--- config.mk ---
export PLATFORM = sky130hd
export DESIGN_NAME = ascon_round_scheduler
export DESIGN_NICKNAME = d
export VERILOG_FILES = /design/src/rtl/ascon_round_scheduler.sv
export SDC_FILE = /design/constraint.sdc
export NUM_CORES = 1
export LEC_CHECK = 0
export ABC_AREA = 0
export ABC_CLOCK_PERIOD_IN_PS = 7210
export CORE_MARGIN = 2
export CORE_UTILIZATION = 59
export CTS_BUF_LIST = sky130_fd_sc_hd__clkbuf_4
export CTS_CLUSTER_DIAMETER = 80
export CTS_CLUSTER_SIZE = 12
export DETAILED_ROUTE_END_ITERATION = 12
export PLACE_DENSITY = 0.87
export SYNTH_ARGS = -nofsm -noshare
export SYNTH_HDL_FRONTEND = slang
export SYNTH_SLANG_ARGS = --single-unit
--- constraint.sdc ---
create_clock -name clk -period 7.21 [get_ports clk]
set_input_delay 0.721 -clock clk [delete_from_list [all_inputs] [get_ports clk]]
set_output_delay 0.721 -clock clk [all_outputs]
set_load 0.05 [all_outputs]
--- src/rtl/ascon_round_scheduler.sv ---
// ascon_round_scheduler: sequencing controller for the bit-serial ASCON
// permutation datapath. Each round runs one S-box phase and then five
// linear-diffusion phases (one per state word). Every phase is WORD_BITS
// clocks long, and one bit is processed per clock, LSB first.
// Optional feature macro: ASCON_SCHED_HALT_EN adds a 'halt' input that
// freezes the sequence without losing its position.
module ascon_round_scheduler #(
  parameter int WORD_BITS  = 64,
  parameter int MAX_ROUNDS = 12
) (
  input  logic       clk,
  input  logic       rst,
  input  logic       start,
  input  logic       short_perm,
`ifdef ASCON_SCHED_HALT_EN
  input  logic       halt,
`endif
  output logic       busy,
  output logic       done,
  output logic [4:0] enable,
  output logic [1:0] state_sel,
  output logic [2:0] temp_sel,
  output logic       temp_enable,
  output logic       constant,
  output logic [5:0] bit_idx,
  output logic [3:0] round_idx
);

  localparam logic [1:0] S_IDLE = 2'd0;
  localparam logic [1:0] S_SBOX = 2'd1;
  localparam logic [1:0] S_LIN  = 2'd2;

  localparam logic [5:0] LAST_BIT    = 6'(WORD_BITS - 1);
  localparam logic [2:0] LAST_WORD   = 3'd4;
  localparam logic [3:0] LAST_RND    = 4'd11;
  localparam logic [3:0] FIRST_RND_A = 4'(12 - MAX_ROUNDS);
  localparam logic [3:0] FIRST_RND_B = 4'd6;

  // Temp-mux word select code for linear-layer word w.
  function automatic logic [2:0] temp_code(input logic [2:0] w);
    logic [2:0] code;
    case (w)
      3'd0:    code = 3'b001;
      3'd1:    code = 3'b011;
      3'd2:    code = 3'b010;
      3'd3:    code = 3'b111;
      3'd4:    code = 3'b101;
      default: code = 3'b000;
    endcase
    return code;
  endfunction

  // Serial round-constant bit: c_r = {15-r, r} = {~r, r}. Only the low byte is non-zero.
  function automatic logic rc_bit(input logic [3:0] rnd, input logic [5:0] b);
    logic [7:0] c;
    c = {~rnd, rnd};
    return (b[5:3] == 3'b000) ? c[b[2:0]] : 1'b0;
  endfunction

  logic [1:0] r_state;
  logic [2:0] r_word;
  logic [5:0] r_bit;
  logic [3:0] r_round;
  logic       r_busy;
  logic       r_done;
  logic [4:0] r_enable;
  logic [1:0] r_state_sel;
  logic [2:0] r_temp_sel;
  logic       r_temp_enable;
  logic       r_constant;

  logic [1:0] w_nstate;
  logic [2:0] w_nword;
  logic [5:0] w_nbit;
  logic [3:0] w_nround;
  logic       w_done;
  logic       w_last_bit;
  logic       w_halt;

  logic       w_busy;
  logic [4:0] w_enable;
  logic [1:0] w_state_sel;
  logic [2:0] w_temp_sel;
  logic       w_temp_enable;
  logic       w_constant;

`ifdef ASCON_SCHED_HALT_EN
  assign w_halt = halt;
`else
  assign w_halt = 1'b0;
`endif

  assign w_last_bit = (r_bit == LAST_BIT);

  // Next-state logic: phase, word, bit and round counters.
  always_comb begin
    w_nstate = r_state;
    w_nword  = r_word;
    w_nbit   = r_bit;
    w_nround = r_round;
    w_done   = 1'b0;
    case (r_state)
      S_IDLE: begin
        if (start) begin
          w_nstate = S_SBOX;
          w_nword  = 3'd0;
          w_nbit   = 6'd0;
          w_nround = short_perm ? FIRST_RND_B : FIRST_RND_A;
        end
      end
      S_SBOX: begin
        if (w_last_bit) begin
          w_nbit   = 6'd0;
          w_nword  = 3'd0;
          w_nstate = S_LIN;
        end else begin
          w_nbit = r_bit + 6'd1;
        end
      end
      S_LIN: begin
        if (w_last_bit) begin
          w_nbit = 6'd0;
          if (r_word == LAST_WORD) begin
            w_nword = 3'd0;
            if (r_round == LAST_RND) begin
              w_nstate = S_IDLE;
              w_done   = 1'b1;
            end else begin
              w_nround = r_round + 4'd1;
              w_nstate = S_SBOX;
            end
          end else begin
            w_nword = r_word + 3'd1;
          end
        end else begin
          w_nbit = r_bit + 6'd1;
        end
      end
      default: begin
        w_nstate = S_IDLE;
        w_nword  = 3'd0;
        w_nbit   = 6'd0;
      end
    endcase
  end

  // Output decode from the next state so the registered outputs line up with it.
  always_comb begin
    w_busy        = 1'b0;
    w_enable      = 5'b00000;
    w_state_sel   = 2'b00;
    w_temp_sel    = 3'b000;
    w_temp_enable = 1'b0;
    w_constant    = 1'b0;
    case (w_nstate)
      S_SBOX: begin
        w_busy      = 1'b1;
        w_enable    = 5'b11111;
        w_state_sel = 2'b11;
        w_constant  = rc_bit(w_nround, w_nbit);
      end
      S_LIN: begin
        w_busy        = 1'b1;
        w_enable      = 5'b00001 << w_nword;
        w_state_sel   = 2'b10;
        w_temp_sel    = temp_code(w_nword);
        w_temp_enable = 1'b1;
      end
      default: begin
        w_busy = 1'b0;
      end
    endcase
  end

  // State and output registers. A halt freezes everything and gates the shift enables.
  always_ff @(posedge clk or negedge rst) begin
    if (!rst) begin
      r_state       <= S_IDLE;
      r_word        <= 3'd0;
      r_bit         <= 6'd0;
      r_round       <= 4'd0;
      r_busy        <= 1'b0;
      r_done        <= 1'b0;
      r_enable      <= 5'b00000;
      r_state_sel   <= 2'b00;
      r_temp_sel    <= 3'b000;
      r_temp_enable <= 1'b0;
      r_constant    <= 1'b0;
    end else if (w_halt) begin
      r_enable      <= 5'b00000;
      r_temp_enable <= 1'b0;
      r_done        <= 1'b0;
    end else begin
      r_state       <= w_nstate;
      r_word        <= w_nword;
      r_bit         <= w_nbit;
      r_round       <= w_nround;
      r_busy        <= w_busy;
      r_done        <= w_done;
      r_enable      <= w_enable;
      r_state_sel   <= w_state_sel;
      r_temp_sel    <= w_temp_sel;
      r_temp_enable <= w_temp_enable;
      r_constant    <= w_constant;
    end
  end

  assign busy        = r_busy;
  assign done        = r_done;
  assign enable      = r_enable;
  assign state_sel   = r_state_sel;
  assign temp_sel    = r_temp_sel;
  assign temp_enable = r_temp_enable;
  assign constant    = r_constant;
  assign bit_idx     = r_bit;
  assign round_idx   = r_round;

endmodule

# After elaboration in Yosys (flattened, before gate mapping)
# Index checks and enable logic that the tools add are counted.
# word_totals
latchBits	0
inputBits	4
ramBits	0
mem_count	0
wordCells	67
romBits	0
output_inout_bits	24
ff_bits	29
# op_classes
multipliers	0
magnitude_cmp	1
bitwise	1
eq_ne	11
shifts	1
add_sub_neg	3
mux	34
div_mod_pow	0
n_reduce_logical	5
# op_table
operator	count
2-to-1 mux 3 bit	6
2-to-1 mux 4 bit	4
case mux 3 bit (5 select lines)	1
2-to-1 mux 6 bit	2
case mux 6 bit (2 select lines)	1
2-to-1 mux 1 bit	10
case mux 5 bit (2 select lines)	1
case mux 3 bit (3 select lines)	1
2-to-1 mux 2 bit	4
case mux 4 bit (2 select lines)	1
adder 6 x 1 -> 6 bit (second input constant)	1
== test 3 x 2 -> 1 bit (second input constant)	2
== test 3 bit (second input constant)	2
== test 6 bit (second input constant)	1
logical NOT 3 bit	2
case mux 2 bit (3 select lines)	1
<< shifter 1 x 3 -> 5 bit (first input constant)	1
adder 4 x 1 -> 4 bit (second input constant)	1
== test 2 x 1 -> 1 bit (second input constant)	2
== test 2 bit (second input constant)	2
== test 4 bit (second input constant)	1
less-than comparator 3 x 4 -> 1 bit (second input constant)	1
inverter 4 bit	1
case mux 2 bit (2 select lines)	1
other kinds (5)	6

# Longest topological paths before layout
# Gate-level depths: netlist of the first run.
# logic_depth
ltp_word	10
ltp_mapped	13
ltp_nobuf	13

# Worst setup path after synthesis of the first run
# OpenSTA, ideal clock, no wires.
# synth_timing
kind	flip-flop to flip-flop
from	reg r_bit[0], in the netlist bit_idx[0]
to	reg r_constant, in the netlist constant
stages_incl_launch_ff	13
slack_ns	4.589
period_less_slack_ns	2.621
n_path_buf	0
required_time_ns	7.131
arrival_time_ns	2.541
setup_ns	0.079
path_cell_list	dfrtp_1 > ha_1 > nand4_1 > nor3_1 > o21ai_0 > nand3_1 > nand2_1 > inv_1 > ha_1 > inv_1 > nor4_1 > nand2_1 > mux2i_1
# synth_via
elab_cells_between_ends	17
classes_between	add/sub: 1; eq/ne: 2; mux: 12; bitwise: 1; reduce/logical: 1
# synth_lines
element	line	text
start, declared	62	logic [5:0] r_bit;
start signal, assigned	196	r_bit <= w_nbit;
== test 6 bit *	93	assign w_last_bit = (r_bit == LAST_BIT);
2-to-1 mux 2 bit, on equally long branches	121, 112	
case mux 2 bit (3 select lines) *	102	case (r_state)
via w_nstate[0]	72	logic [1:0] w_nstate;
== test 2 x 1 -> 1 bit *	155	case (w_nstate)
2-to-1 mux 1 bit *	155	
via w_constant	85	logic w_constant;
end signal, assigned	204	r_constant <= w_constant;
end, declared	70	logic r_constant;
# The timed path passes the listed nets; every way through them passes the cells marked *. The select of a mux whose other input is x is not followed.

# Worst setup path after layout of the first run
# layout_timing
from	reg r_bit[1], in the netlist bit_idx[1]
to	reg r_constant, in the netlist constant
# Same word-level chain as after synthesis.

==> results of run 1 <==
-- stage by stage --
stage	instances	power [mW]	worst slack, ps	utilization [%]
after global routing	233	0.7663	3978	72.54
after floorplan	176	0.5328	4589	-
after CTS	233	0.7256	4307	72.54
after global placement	229	0.6439	4202	71.58
final	233	0.7264	4234	72.54
after detailed placement	229	0.6580	4112	71.58
-- cells in the final DEF, fill, tap and decap left out, types with 3 or more instances in the layout --
| cell | instances |
|---|---|
| a211oi_1 | 4 |
| a21oi_1 | 5 |
| a31oi_1 | 6 |
| and3_1 | 3 |
| clkbuf_4 | 3 |
| clkdlybuf4s50_1 | 27 |
| dfrtp_1 | 28 |
| ha_1 | 11 |
| inv_1 | 15 |
| nand2_1 | 17 |
| nand3_1 | 11 |
| nor2_1 | 6 |
| nor4_1 | 3 |
| o21ai_0 | 7 |
| o31ai_1 | 4 |
-- layer usage --
| layer | GRT usage [%] | vias up | wire [um] |
|---|---|---|---|
| li1 | - | 693 | - |
| met1 | 32.25 | 722 | 1717 |
| met2 | 44.99 | 55 | 1991 |
| met3 | 4.082 | 2 | 233 |
| met4 | 10.30 | 0 | 17 |
| met5 | 0 | - | 0 |
-- state kept, by name, indices dropped and copies added, names as in the netlist --
register / flops
temp_sel: 3
temp_enable: 1
round_idx: 4
busy: 1
bit_idx: 6
r_word: 3
done: 1
enable: 5
r_state: 2
state_sel: 1
constant: 1
-- path summary, 6_finish.rpt --
| kind | end | slack (ps) |
|---|---|---|
| hold / removal | round_idx[1] | 660 |
| setup reg to reg | constant | 4230 |
| max in group asynchronous | enable[4] | 6210 |
| hold reg to reg | round_idx[1] | 660 |
| min in group asynchronous | round_idx[1] | 740 |
| setup / recovery | constant | 4230 |
-- power by group through the flow --
| stage | sequential (mW) | combinational, mW | clock [mW] |
|---|---|---|---|
| after floorplan | 0.351 | 0.182 | 0 |
| after global placement | 0.232 | 0.412 | 0 |
| after detailed placement | 0.235 | 0.423 | 0 |
| after CTS | 0.232 | 0.426 | 0.0669 |
| after global routing | 0.238 | 0.455 | 0.0729 |
| final | 0.233 | 0.427 | 0.0664 |
-- layout make-up --
class	count	area [um2]
sequential	28	700.7
clock buffer	3	22.52
clock inverter	1	3.754
multi-input combinational	126	879.6
fill	219	750.7
timing repair buffer	28	277.8
inverter	16	60.06
tap	31	38.79
-- cell families (layout without fill, tap and decap cells) --
kind of cell    after synthesis  in the layout  synth area share (%)
mux                           4              4                 2.759
simple gates                 62             62                 20.28
flops                        28             28                 41.76
xor+xnor                      4              4                 2.088
buf+inv                      22             48                 5.816
compound gates               45             45                 19.09
fa+ha+maj                    11             11                 8.203
-- critical path, delay by kind of cell, from the launching register on --
kind	cells	cell delay, ps
buffers and inverters	2	190
multiplexers	1	140
adder cells (fa/ha/maj)	2	460
AO/OA/AOI/OAI	1	140
AND/OR/NAND/NOR	6	1510
flip-flops	1	480
==> run_results.csv, run 1 <==
group,metric,value,unit
worst_setup_path,cp_max_fo,8,
sta,worst_slew_pin_slew,654.4,ps
worst_setup_path,r2r-start,"bit_idx[1]",
sta,timing.fmax,0.3360,GHz
clocking,cts_tree,"built",
clocking,cts_resized,0,
clocking,cts_buffers,3,
place,place.gp.congestion,0.8300,
cells_and_area,fin_nets,218,
job,drv_cap,0,
sta,period_share,41.27,%
power,irDropWorstVdd,0.0003897,V
route,drt-initial-drc-count,74,
floorplanning,fp-row-count,19,
logic_synthesis,syn-num-nets,191,
power,power-per-cell-area,366.3,nW/um2
sta,skew,7.713,ps
worst_setup_path,critical_path_class,"reg -> reg",
logic_synthesis,ys_seq_area_share,41.76,%
global_routing,grt_pass1_vias,1480,
sta,finalHoldViolations,0,
logic_synthesis,synth_flop_cell,"dfrtp_1",
logic_synthesis,synth.top_cell.area_share,41.76,%
clocking,cts.sinks,28,
power,clkPwrFrac,9.1,%
route,wirelength,3960,um
logic_synthesis,synthCells,176,
sta,slew_violations,0,
clocking,cts_setup_buffers,0,
clocking,cts_buffer_depth,2,
logic_synthesis,synth_warnings,0,
sta,hold_ws,655.8,ps
floorplanning,design.die.area,3286,um2
sta,fin_tns_setup,0,ps
worst_setup_path,r2r_cells,12,
min_path,hp-class,"reg -> reg",
global_routing,antenna_found_initial,0,
logic_synthesis,synth.area.top_cells,"dfrtp_1 42%, ha_1 8.2%, nand2_1 3.8%",
worst_setup_path,cp.arrival,3240,ps
min_path,min-delay-start,"round_idx[1]",
logic_synthesis,synth_edf_count,0,
cells_and_area,layout-drive-gt1-share,6.436,%
worst_setup_path,worstPathRequired,7480,ps
worst_setup_path,cp_slowest_cell,"nor4_1",
floorplanning,die_x,57.33,um
worst_setup_path,worstPathCellList,"ha_1 > nand4_1 > nor3_1 > o21ai_0 > nand3_1 > nand2_1 > inv_1 > ha_1 > inv_1 > nor4_1 > nand2_1 > mux2i_1",
logic_synthesis,synth.distinct_cells,53,
route,antenna_left,0,
power,comb_power_share,58.8,%
clocking,cts_hold_buf,0,
sta,setup_viol,0,
cells_and_area,n_antenna_cell,0,
logic_synthesis,yosys.cell_count.top_type,"dfrtp_1",
floorplanning,die_h,57.33,um
global_routing,grt_max_degree,29,
place,place_area,1957,um2
logic_synthesis,synth_common_cells,"28 x dfrtp_1, 17 x nand2_1, 15 x inv_1, 11 x ha_1, 11 x nand3_1",
cells_and_area,syn_to_final_growth,18.20,%
clocking,cts-root-buf,"clkbuf_4",
route,vias,1472,
global_routing,grt_use_total,25.89,%
worst_setup_path,cp-startpoint,"bit_idx[1]",
route,routedWlPerCell,17.00,um
logic_synthesis,synthArstFlopShare,100.0,%
clocking,insertion_delay,330,ps
logic_synthesis,synth-seq-cells,28,
min_path,min_path_cells,2,
route,drc,0,
floorplanning,core,2734,um2
logic_synthesis,synth_top_area_cell,"dfrtp_1",
clocking,htree_num_levels,1,
route,drt_first_pass_iters,4,
run_status,outcome,"finished clean",
power,internal_power,0.3675,mW
place,io_buffers,27,
global_routing,grt_pass1_wl,6651,um
power,p_leak,0.8910,nW
sta,grt_setup_unrepaired,"no",
clocking,clk_pin_slew,150,ps
worst_setup_path,end_kind,"register",
sta,post-route-min-period,2976,ps
place,hpwl,2909,um
worst_setup_path,start_kind,"register",
logic_synthesis,synth_area,1678,um2
power,p_sw_share,49.41,%
sta,slew_headroom,56.28,%
worst_setup_path,slowest_delay,490,ps
route,vias_per_cell,6.318,
power,seqPwrFrac,32.1,%
global_routing,grt_overflow_total,0,
floorplanning,start_util,61.37,%
cells_and_area,final_area,1983,um2
logic_synthesis,synth.avg_cell_area,9.533,um2
power,p_switching,0.3589,mW
floorplanning,ios,28,
Note: power is estimated with default switching activity, not from simulation.
==> run 2: changes to the inputs <==
ABC_CLOCK_PERIOD_IN_PS = 2900   (was 7210)
CORE_UTILIZATION = 55   (was 59)
PLACE_DENSITY = 0.82   (was 0.87)
clock period = 2.9 ns   (was 7.21 ns; I/O delays follow)
==> run 2 against run 1 <==
  * Combinational power increased to 2.5 times the previous value
  * First-iteration DRC count increased by 39%
  * Routed wire length increased by 2.1%
  * Cell count increased by 3.0%
  * Highest routed layer unchanged
==> run_results.csv, run 2 (synthesized netlist as in run 1, its figures left out) <==
group,metric,value,unit
clocking,cts_buffers,3,
clocking,insertion_delay,330,ps
sta,finalHoldViolations,0,
place,place.gp.congestion,0.9673,
power,clkPwrFrac,9.1,%
sta,skew,13.07,ps
floorplanning,die_x,59.23,um
sta,grt_setup_unrepaired,"no",
global_routing,grtUsageMet3,3.712,%
route,wirelength,4044,um
clocking,htree_num_levels,1,
sta,postLayoutSetupSlackWorst,282.4,ps
place,io_buffers,27,
cells_and_area,layout-drive-gt1-share,8.696,%
route,routedWlPerCell,16.85,um
clocking,cts.sinks,28,
clocking,cts-root-buf,"clkbuf_4",
worst_setup_path,end_kind,"register",
worst_setup_path,critical_path_class,"reg -> reg",
floorplanning,start_util,56.34,%
cells_and_area,layout_common_cells,"28 x dfrtp_1, 27 x clkdlybuf4s50_1, 17 x nand2_1",
cells_and_area,n_antenna_cell,0,
floorplanning,design.die.area,3508,um2
power,power-per-cell-area,900.6,nW/um2
floorplanning,core,2978,um2
worst_setup_path,cp.arrival,2880,ps
floorplanning,ios,28,
place,hpwl,3103,um
clocking,cts_setup_buffers,0,
clocking,cts_tree,"built",
power,p_switching,0.9045,mW
worst_setup_path,cp_max_fo,7,
global_routing,grt_use_total,24.51,%
global_routing,busiest_layer,"met2",
route,vias,1478,
global_routing,antenna_found_initial,0,
place,dp_slack,356.1,ps
worst_setup_path,r2r_cells,11,
power,finalPower,1.822,mW
worst_setup_path,worstPathCellList,"ha_1 > and4_1 > buf_4 > a31oi_1 > a21oi_1 > nand2_1 > inv_1 > ha_1 > nand2_1 > or4_4 > a21oi_2",
sta,slew_violations,0,
floorplanning,die_h,59.23,um
global_routing,met1_usage,33.29,%
sta,post-route-min-period,2618,ps
sta,slew_headroom,65.40,%
power,internal_power,0.9176,mW
global_routing,grt_pass1_vias,1385,
floorplanning,fp-row-count,20,
global_routing,grt_overflow_total,0,
cells_and_area,layout_commonest_cell,"dfrtp_1",
route,drt_first_pass_iters,4,
route,drc,0,
power,p_sw_share,49.64,%
route,vias_per_cell,6.158,
worst_setup_path,start_kind,"register",
worst_setup_path,rrSetupSlack,280,ps
power,irDropWorstVdd,0.0006728,V
worst_setup_path,slowest_delay,490,ps
cells_and_area,fin_nets,223,
cells_and_area,n_fill_cell,245,
worst_setup_path,r2r-start,"bit_idx[0]",
global_routing,grt.met2_usage,40.03,%
cells_and_area,largest_reg_flops,6,
clocking,cts_resized,0,
worst_setup_path,worstPathRequired,3160,ps
clocking,cts_hold_buf,0,
worst_setup_path,cp_slowest_cell,"dfrtp_1",
global_routing,grt_pass1_wl,6513,um
power,p_leak,0.9153,nW
clocking,clk_pin_slew,160,ps
job,drv_cap,0,
route,drt-initial-drc-count,103,
run_status,outcome,"finished clean",
route,antenna_left,0,
sta,hold_ws,303.8,ps
sta,setup_viol,0,
sta,period_share,90.26,%
worst_setup_path,reg2reg_to,"enable[4]",
global_routing,grt_max_degree,29,
clocking,cts_buffer_depth,2,
sta,worst_slew_pin_slew,517.4,ps
sta,timing.fmax,0.3820,GHz
power,comb_power_share,59.1,%
cells_and_area,syn_to_final_growth,20.58,%
min_path,hp-class,"in -> async",
sta,fin_tns_setup,0,ps
power,seqPwrFrac,31.8,%
run 2: how the worst max path moves through the flow:
stage / cells past startpoint / from / to / slack [ps]
finish: 11 / bit_idx[0] / enable[4] / 280
floorplan: 12 / bit_idx[0] / constant / 280
detailed placement: 11 / bit_idx[0] / enable[4] / 360
global placement: 11 / bit_idx[0] / enable[4] / 390
global route: 12 / bit_idx[0] / constant / 20
CTS: 11 / bit_idx[0] / enable[4] / 320
run 2: worst max-delay path: cells and delay by family, from the launching register on:
kind | cells | cell delay [ps]
simple gates | 4 | 910
flops | 1 | 490
buf+inv | 2 | 290
fa+ha+maj | 2 | 490
compound gates | 3 | 360
run 2: metal layers:
metal	part of all wire [%]	up-vias
li1	-	700
met1	44	706
met2	49	64
met3	5.7	8
met4	1.8	0
met5	0	-
run 2: stage by stage:
step	util, %	instance area [um2]	std cells
3_5_place_dp	67.06	1997	236
6_report	67.94	2023	240
4_1_cts	67.94	2023	240
2_1_floorplan	-	1678	176
5_1_grt	67.94	2023	240
3_3_place_gp	67.06	1997	236
run 2: layout make-up:
cell class	count	area, um2	share of cell area [%]
sequential	28	700.7	34.63
multi-input combinational	126	879.6	43.48
clock buffer	3	22.52	1.113
inverter	16	60.06	2.968
timing repair buffer	33	315.3	15.58
clock inverter	1	3.754	0.1855
tap	33	41.29	2.041
run 2: power groups by stage:
stage | logic [mW] | clock network (mW) | registers (mW)
after floorplan | 0.453 | 0 | 0.871
after global placement | 1.05 | 0 | 0.573
after detailed placement | 1.07 | 0 | 0.584
after CTS | 1.08 | 0.168 | 0.577
after global routing | 1.16 | 0.184 | 0.592
final | 1.08 | 0.167 | 0.579
